[src/rtl/packet_transmitter_pkg.sv]
// Shared types for the inter-node packet link.
// Flit width, packet limits and transmit FSM states.
package packet_types;

  localparam int FLIT_WIDTH = 32;
  localparam int MAX_FLITS  = 8;

  typedef logic [FLIT_WIDTH-1:0] flit_t;

  typedef enum logic [1:0] {
    IDLE,
    HEAD,
    BODY,
    CSUM
  } tx_state_e;

endpackage

[src/rtl/packet_transmitter_checksum.sv]
// Running modular flit sum and its two's complement.
// Outputs include the flit being added this cycle.
module packet_checksum #(
  parameter int W = packet_types::FLIT_WIDTH
) (
  input  logic         clk,
  input  logic         rst,
  input  logic         clear,
  input  logic         add,
  input  logic [W-1:0] flit,
  output logic [W-1:0] sum,
  output logic [W-1:0] csum
);

  logic [W-1:0] acc;

  assign sum  = add ? acc + flit : acc;
  assign csum = ~sum + 1'b1;

  // Accumulator: cleared per packet, advances on each added flit.
  always_ff @(posedge clk or posedge rst) begin
    if (rst) begin
      acc <= '0;
    end else if (clear) begin
      acc <= '0;
    end else begin
      acc <= sum;
    end
  end

endmodule

[src/rtl/packet_transmitter.sv]
// Transmit end of the packet link.
// Serialises header, data flits and checksum.
module packet_transmitter #(
  parameter int FLIT_WIDTH = packet_types::FLIT_WIDTH,
  parameter int MAX_FLITS  = packet_types::MAX_FLITS,
  parameter int LEN_WIDTH  = $clog2(MAX_FLITS + 1)
) (
  input  logic                            clk,
  input  logic                            rst,
  input  logic                            pkt_valid,
  output logic                            pkt_ready,
  input  logic [LEN_WIDTH-1:0]            pkt_len,
  input  logic [FLIT_WIDTH-1:0]           pkt_header,
  input  logic [MAX_FLITS*FLIT_WIDTH-1:0] pkt_data,
  output logic                            tx_valid,
  input  logic                            tx_ready,
  output logic [FLIT_WIDTH-1:0]           tx_flit,
  output logic                            tx_last,
  output logic                            tx_busy,
  output logic                            err_len
);

  import packet_types::*;

  localparam int IDX_W = (MAX_FLITS > 1) ? $clog2(MAX_FLITS) : 1;

  typedef logic [FLIT_WIDTH-1:0] word_t;

  tx_state_e            state;
  tx_state_e            state_n;
  logic [IDX_W-1:0]     idx;
  logic [IDX_W-1:0]     idx_n;
  logic [LEN_WIDTH-1:0] len_q;
  word_t                data_q [MAX_FLITS];
  word_t                flit_n;
  word_t                acc_sum;
  word_t                acc_csum;
  logic                 last_n;
  logic                 err_n;
  logic                 accept;
  logic                 hs;
  logic                 legal;
  logic                 acc_clr;
  logic                 acc_add;
  logic                 unused_sum;

  assign accept = pkt_valid & pkt_ready;
  assign hs     = tx_valid & tx_ready;
  assign legal  = (pkt_len != '0) &&
                  (pkt_len <= LEN_WIDTH'(MAX_FLITS));

  packet_checksum #(
    .W (FLIT_WIDTH)
  ) u_csum (
    .clk   (clk),
    .rst   (rst),
    .clear (acc_clr),
    .add   (acc_add),
    .flit  (tx_flit),
    .sum   (acc_sum),
    .csum  (acc_csum)
  );

  // The transmitter only needs the complement; sum serves the rx checker.
  assign unused_sum = ^acc_sum;

  // Next state, next flit and accumulator control.
  always_comb begin
    state_n = state;
    idx_n   = idx;
    flit_n  = tx_flit;
    last_n  = tx_last;
    err_n   = 1'b0;
    acc_clr = 1'b0;
    acc_add = 1'b0;
    unique case (state)
      IDLE: begin
        if (accept) begin
          acc_clr = 1'b1;
          if (legal) begin
            state_n = HEAD;
            flit_n  = pkt_header;
          end else begin
            err_n = 1'b1;
          end
        end
      end
      HEAD: begin
        if (hs) begin
          acc_add = 1'b1;
          state_n = BODY;
          idx_n   = '0;
          flit_n  = data_q[0];
        end
      end
      BODY: begin
        if (hs) begin
          acc_add = 1'b1;
          if (LEN_WIDTH'(idx) == len_q - 1'b1) begin
            state_n = CSUM;
            flit_n  = acc_csum;
            last_n  = 1'b1;
          end else begin
            idx_n  = idx + 1'b1;
            flit_n = data_q[idx_n];
          end
        end
      end
      CSUM: begin
        if (hs) begin
          state_n = IDLE;
          flit_n  = '0;
          last_n  = 1'b0;
        end
      end
      default: begin
        state_n = IDLE;
      end
    endcase
  end

  // State and registered link/handshake outputs.
  always_ff @(posedge clk or posedge rst) begin
    if (rst) begin
      state     <= IDLE;
      idx       <= '0;
      len_q     <= '0;
      tx_valid  <= 1'b0;
      tx_busy   <= 1'b0;
      tx_flit   <= '0;
      tx_last   <= 1'b0;
      err_len   <= 1'b0;
      pkt_ready <= 1'b0;
    end else begin
      state     <= state_n;
      idx       <= idx_n;
      tx_valid  <= (state_n != IDLE);
      tx_busy   <= (state_n != IDLE);
      tx_flit   <= flit_n;
      tx_last   <= last_n;
      err_len   <= err_n;
      pkt_ready <= (state_n == IDLE) && !err_n;
      if (accept) begin
        len_q <= pkt_len;
      end
    end
  end

  // Packet payload captured on accept.
  always_ff @(posedge clk or posedge rst) begin
    if (rst) begin
      for (int i = 0; i < MAX_FLITS; i++) begin
        data_q[i] <= '0;
      end
    end else if (accept) begin
      for (int i = 0; i < MAX_FLITS; i++) begin
        data_q[i] <= pkt_data[i*FLIT_WIDTH +: FLIT_WIDTH];
      end
    end
  end

endmodule

[config.mk]
export PLATFORM = sky130hd
export DESIGN_NAME = packet_transmitter
export DESIGN_NICKNAME = d
export VERILOG_FILES = /design/src/rtl/packet_transmitter_pkg.sv /design/src/rtl/packet_transmitter_checksum.sv /design/src/rtl/packet_transmitter.sv
export SDC_FILE = /design/constraint.sdc
export NUM_CORES = 1
export LEC_CHECK = 0
export BUFFER_PORTS_ARGS = -buffer_cell sky130_fd_sc_hd__buf_2
export CAP_MARGIN = 10
export CORE_AREA = 4 4 187 189
export CTS_BUF_LIST = sky130_fd_sc_hd__clkbuf_8 sky130_fd_sc_hd__clkbuf_16
export DETAILED_ROUTE_END_ITERATION = 8
export DIE_AREA = 0 0 191 193
export PLACE_DENSITY = 0.78
export SETUP_SLACK_MARGIN = 0.4
export SLEW_MARGIN = 30
export SYNTH_ARGS = -nofsm -noshare
export SYNTH_HDL_FRONTEND = slang
export SYNTH_SLANG_ARGS = --single-unit
export TNS_END_PERCENT = 20
[constraint.sdc]
create_clock -name clk -period 28 [get_ports clk]
set_clock_uncertainty 0.05 [all_clocks]
set_input_delay 4.2 -clock clk [delete_from_list [all_inputs] [get_ports clk]]
set_output_delay 4.2 -clock clk [all_outputs]
set_load 0.05 [all_outputs]
==> summary.md <==
| Metric | Value |
|---|---|
| IO Port Bufs | 332 |
| Cts hold-fix bufs | 0 |
| Die area | 36900 um^2 |
| Number of global-route vias before repair | 14300 |
| Startpoint types | input pin |
| Slew margin rel. | 38.5% |
| Post-route ant nets | 0 |
| Grt total ovfl | 0 |
| Ys flop type | dfrtp_1 |
| Post-CTS Setup Bufs | 0 |
| Area grow syn2layout | 17.9% |
| Later-pin clock latency in the skew report | 0.53 ns |
| Crit-path max cell delay | 0.51 ns |
| Final WL | 53400 um |
| Met2 Use GR | 44.9% |
| Yosys top cell by area | dfrtp_1 |
| Worst Setup End Kind | flip-flop |
| Area fraction of the dominant cell type after synthesis | 45.9% |
| Filler cells | 2584 |
| DR vias | 14000 |
| Synth Cell Area | 18100 um^2 |
| Final setup vio count | 0 |
| Dpl cells | 2225 |
| Cell Count, Final, Fillers Out | 2308 |
| Via density | 6.05 |
| RSZ-0062 raised after global routing | no |
| Critical setup path kind | input pin to flip-flop |
| CTS sink cnt | 333 |
| Maximum VDD drop | 0.0000927 V |
| GRT met3 Usage | 7.80% |
| Pleak | 9.30 nW |
| Worst-path maximum fanout | 57 |
| Post-synth net total | 1857 |
| Busiest grt layer | met2 |
| Top post-synthesis cells by count | dfrtp_1, mux2_2, nand2_1 |
| Initial antenna violation count | 32 |
| Core area | 33300 um^2 |
| CTS tree | done |
| Register area share after synthesis | 45.9% |
| Distinct cell type count after synthesis | 86 |
| CTS resizes | 0 |
| Post-DR wirelength/cell | 23.1 um |
| Die W | 191 um |
| Num CTS Buffers | 36 |
| DP HPWL | 39300 um |
| Gpl congestion | 0.948 |
| # IOs | 333 |
| Most frequent CP cell | a21oi_1 |
| Required @ worst endpoint | 28.32 ns |
| Initial Util | 54.5% |
| Nets@finish | 2151 |
| Drt drc | 0 |
| Setup TNS | 0 ns |
| # rows | 67 |
| Root Buffer | clkbuf_16 |
| Mapped Cells | 1522 |
| Count leader, synth | dfrtp_1 |
| Global Route met1 Usage | 39.3% |
| #FFs+latches synth | 333 |
| Status | complete, no violations |
| Fmax | 0.139 GHz |
| First-pass DRT Iterations | 5 |
| Tot GR Track Use | 28.8% |
| Reg clk slew, reported paths | 0.06 ns |
| Layout cells sized above 1 | 42.3% |
| Crit-path slowest cell | nor4b_4 |
| WP data arrival | 7.51 ns |
| Synth area leaders | dfrtp_1, mux2_2, mux4_2 |
| Fin util | 64.3% |
| H-tree levels | 2 |
| Initial DRC Count | 1037 |
| Worst path cell trace | buf_2, nand3_2, buf_4, nor3_1, a21oi_1, o21a_1, and4_4, nand3_1, nor4b_4, nand4_1, or3_1, a21oi_1, o31ai_1 |
| Fin. Hold Viols | 0 |
| Die Ht | 193 um |
| Post-synth EDFFs | 0 |
| Measured slew at the worst slew-check pin | 0.915 ns |
| Asr flop ratio synth | 100% |
| Max Cap Viol | 0 |
| First-pass GRT wire length | 81800 um |
| Synth Warn # | 0 |
| CTS Buffer Depth | 3 |
| Max-slew violation count | 0 |
| Period utilisation layout | 25.7% |
| Synth Area per Inst | 11.9 um^2 |
| Largest net degree at the start of global routing | 202 |
| Worst hold path type | flip-flop to flip-flop |
| Final min period | 7.19 ns |
| PwrDens | 129 nW/um^2 |
==> cell families (layout without fill, tap and decap cells) <==
logic type / count (synthesis) / count (layout) / share of synthesized area (%)
flops: 333 / 333 / 45.9
compound gates: 301 / 301 / 11.5
buf+inv: 112 / 429 / 2.41
simple gates: 321 / 321 / 8.60
fa+ha+maj: 39 / 39 / 2.73
mux: 370 / 370 / 26.7
xor+xnor: 46 / 46 / 2.22
other cells: 0 / 21 / 0
==> report_power, final <==
part	switching (mW)	leakage [nW]	internal, mW
registers	0.171	3.98	0.707
clock network	0.197	0.574	0.253
logic	0.795	4.75	0.631
total	1.16	9.30	1.59
==> cell type report <==
cell class              count  area (um^2)  area share, %
clock inverters            18          103          0.480
well taps                 448          561           2.62
flip-flops and latches    333         8340           39.0
diodes                     21         52.6          0.246
clock buffers              43          997           4.66
repair buffers            349         1830           8.57
multi-input cells        1077         9430           44.1
inverters                  19         78.8          0.369
==> metal layers <==
metal  share of wire, %  routed length [um]
met1                 41               21900
met2                 46               24700
met3                8.8                4690
met4                3.6                1940
met5               0.29                 154
==> final timing paths <==
check	startpoint	end	cells past startpoint	slack [ns]
setup / recovery	tx_ready	tx_flit[27]$_DFFE_PP0P_	13	20.81
hold reg to reg	data_q[65]$_DFFE_PP0P_	data_q[65]$_DFFE_PP0P_	1	0.45
hold / removal	data_q[65]$_DFFE_PP0P_	data_q[65]$_DFFE_PP0P_	1	0.45
min in group asynchronous	rst	data_q[38]$_DFFE_PP0P_	2	3.78
setup reg to reg	tx_flit[0]$_DFFE_PP0P_	tx_flit[27]$_DFFE_PP0P_	14	23.72
max in group asynchronous	rst	u_csum.acc[30]$_DFF_PP0_	3	22.84
==> sequential cells by signal (all words and copies together) (netlist names), 2 cells and up <==
name        count
data_q        256
tx_flit        32
u_csum.acc     32
len_q           4
idx             3
state           2
==> cells in the final DEF (no fill, tap or decap), types with 6 or more instances in the layout <==
cell,synthesis,layout
xnor2_1,28,28
o31ai_1,8,8
a221o_1,12,12
a21oi_1,65,65
dfrtp_1,333,332
xor2_1,18,17
mux2i_1,42,42
and3_1,13,13
a21oi_2,7,7
buf_4,2,12
mux2_2,263,263
nand2_1,116,115
or3_1,12,11
a221oi_1,12,12
mux4_2,64,64
a21o_1,9,9
nor3_1,21,21
nor2b_1,12,12
nand3_1,14,13
nor2_1,80,79
and2_1,8,8
a31oi_1,7,7
nand2b_1,8,8
nand4_1,9,9
inv_1,19,27
diode_2,0,21
clkbuf_8,0,7
nor4_1,6,6
ha_1,38,37
o21a_1,10,10
o21ai_0,92,92
o211ai_1,12,12
clkbuf_16,0,36
buf_2,8,332
==> worst max-delay path: cells and delay by family <==
family,cells,cell delay [ns]
simple gates,7,1.84
compound gates,4,0.83
buf+inv,2,0.61
==> through the flow <==
step | power [mW] | hold WS, ns | worst slack (ns) | area, um^2
after floorplan | 1.91 | 0.424 | 14.53 | 18100
after CTS | 2.75 | 0.452 | 20.83 | 21300
after global routing | 2.93 | 0.463 | 20.56 | 21400
after global placement | 2.24 | 0.432 | 20.38 | 20200
final | 2.75 | 0.451 | 20.81 | 21400
after detailed placement | 2.28 | 0.438 | 20.30 | 20200
(Power assumes the default switching activity.)
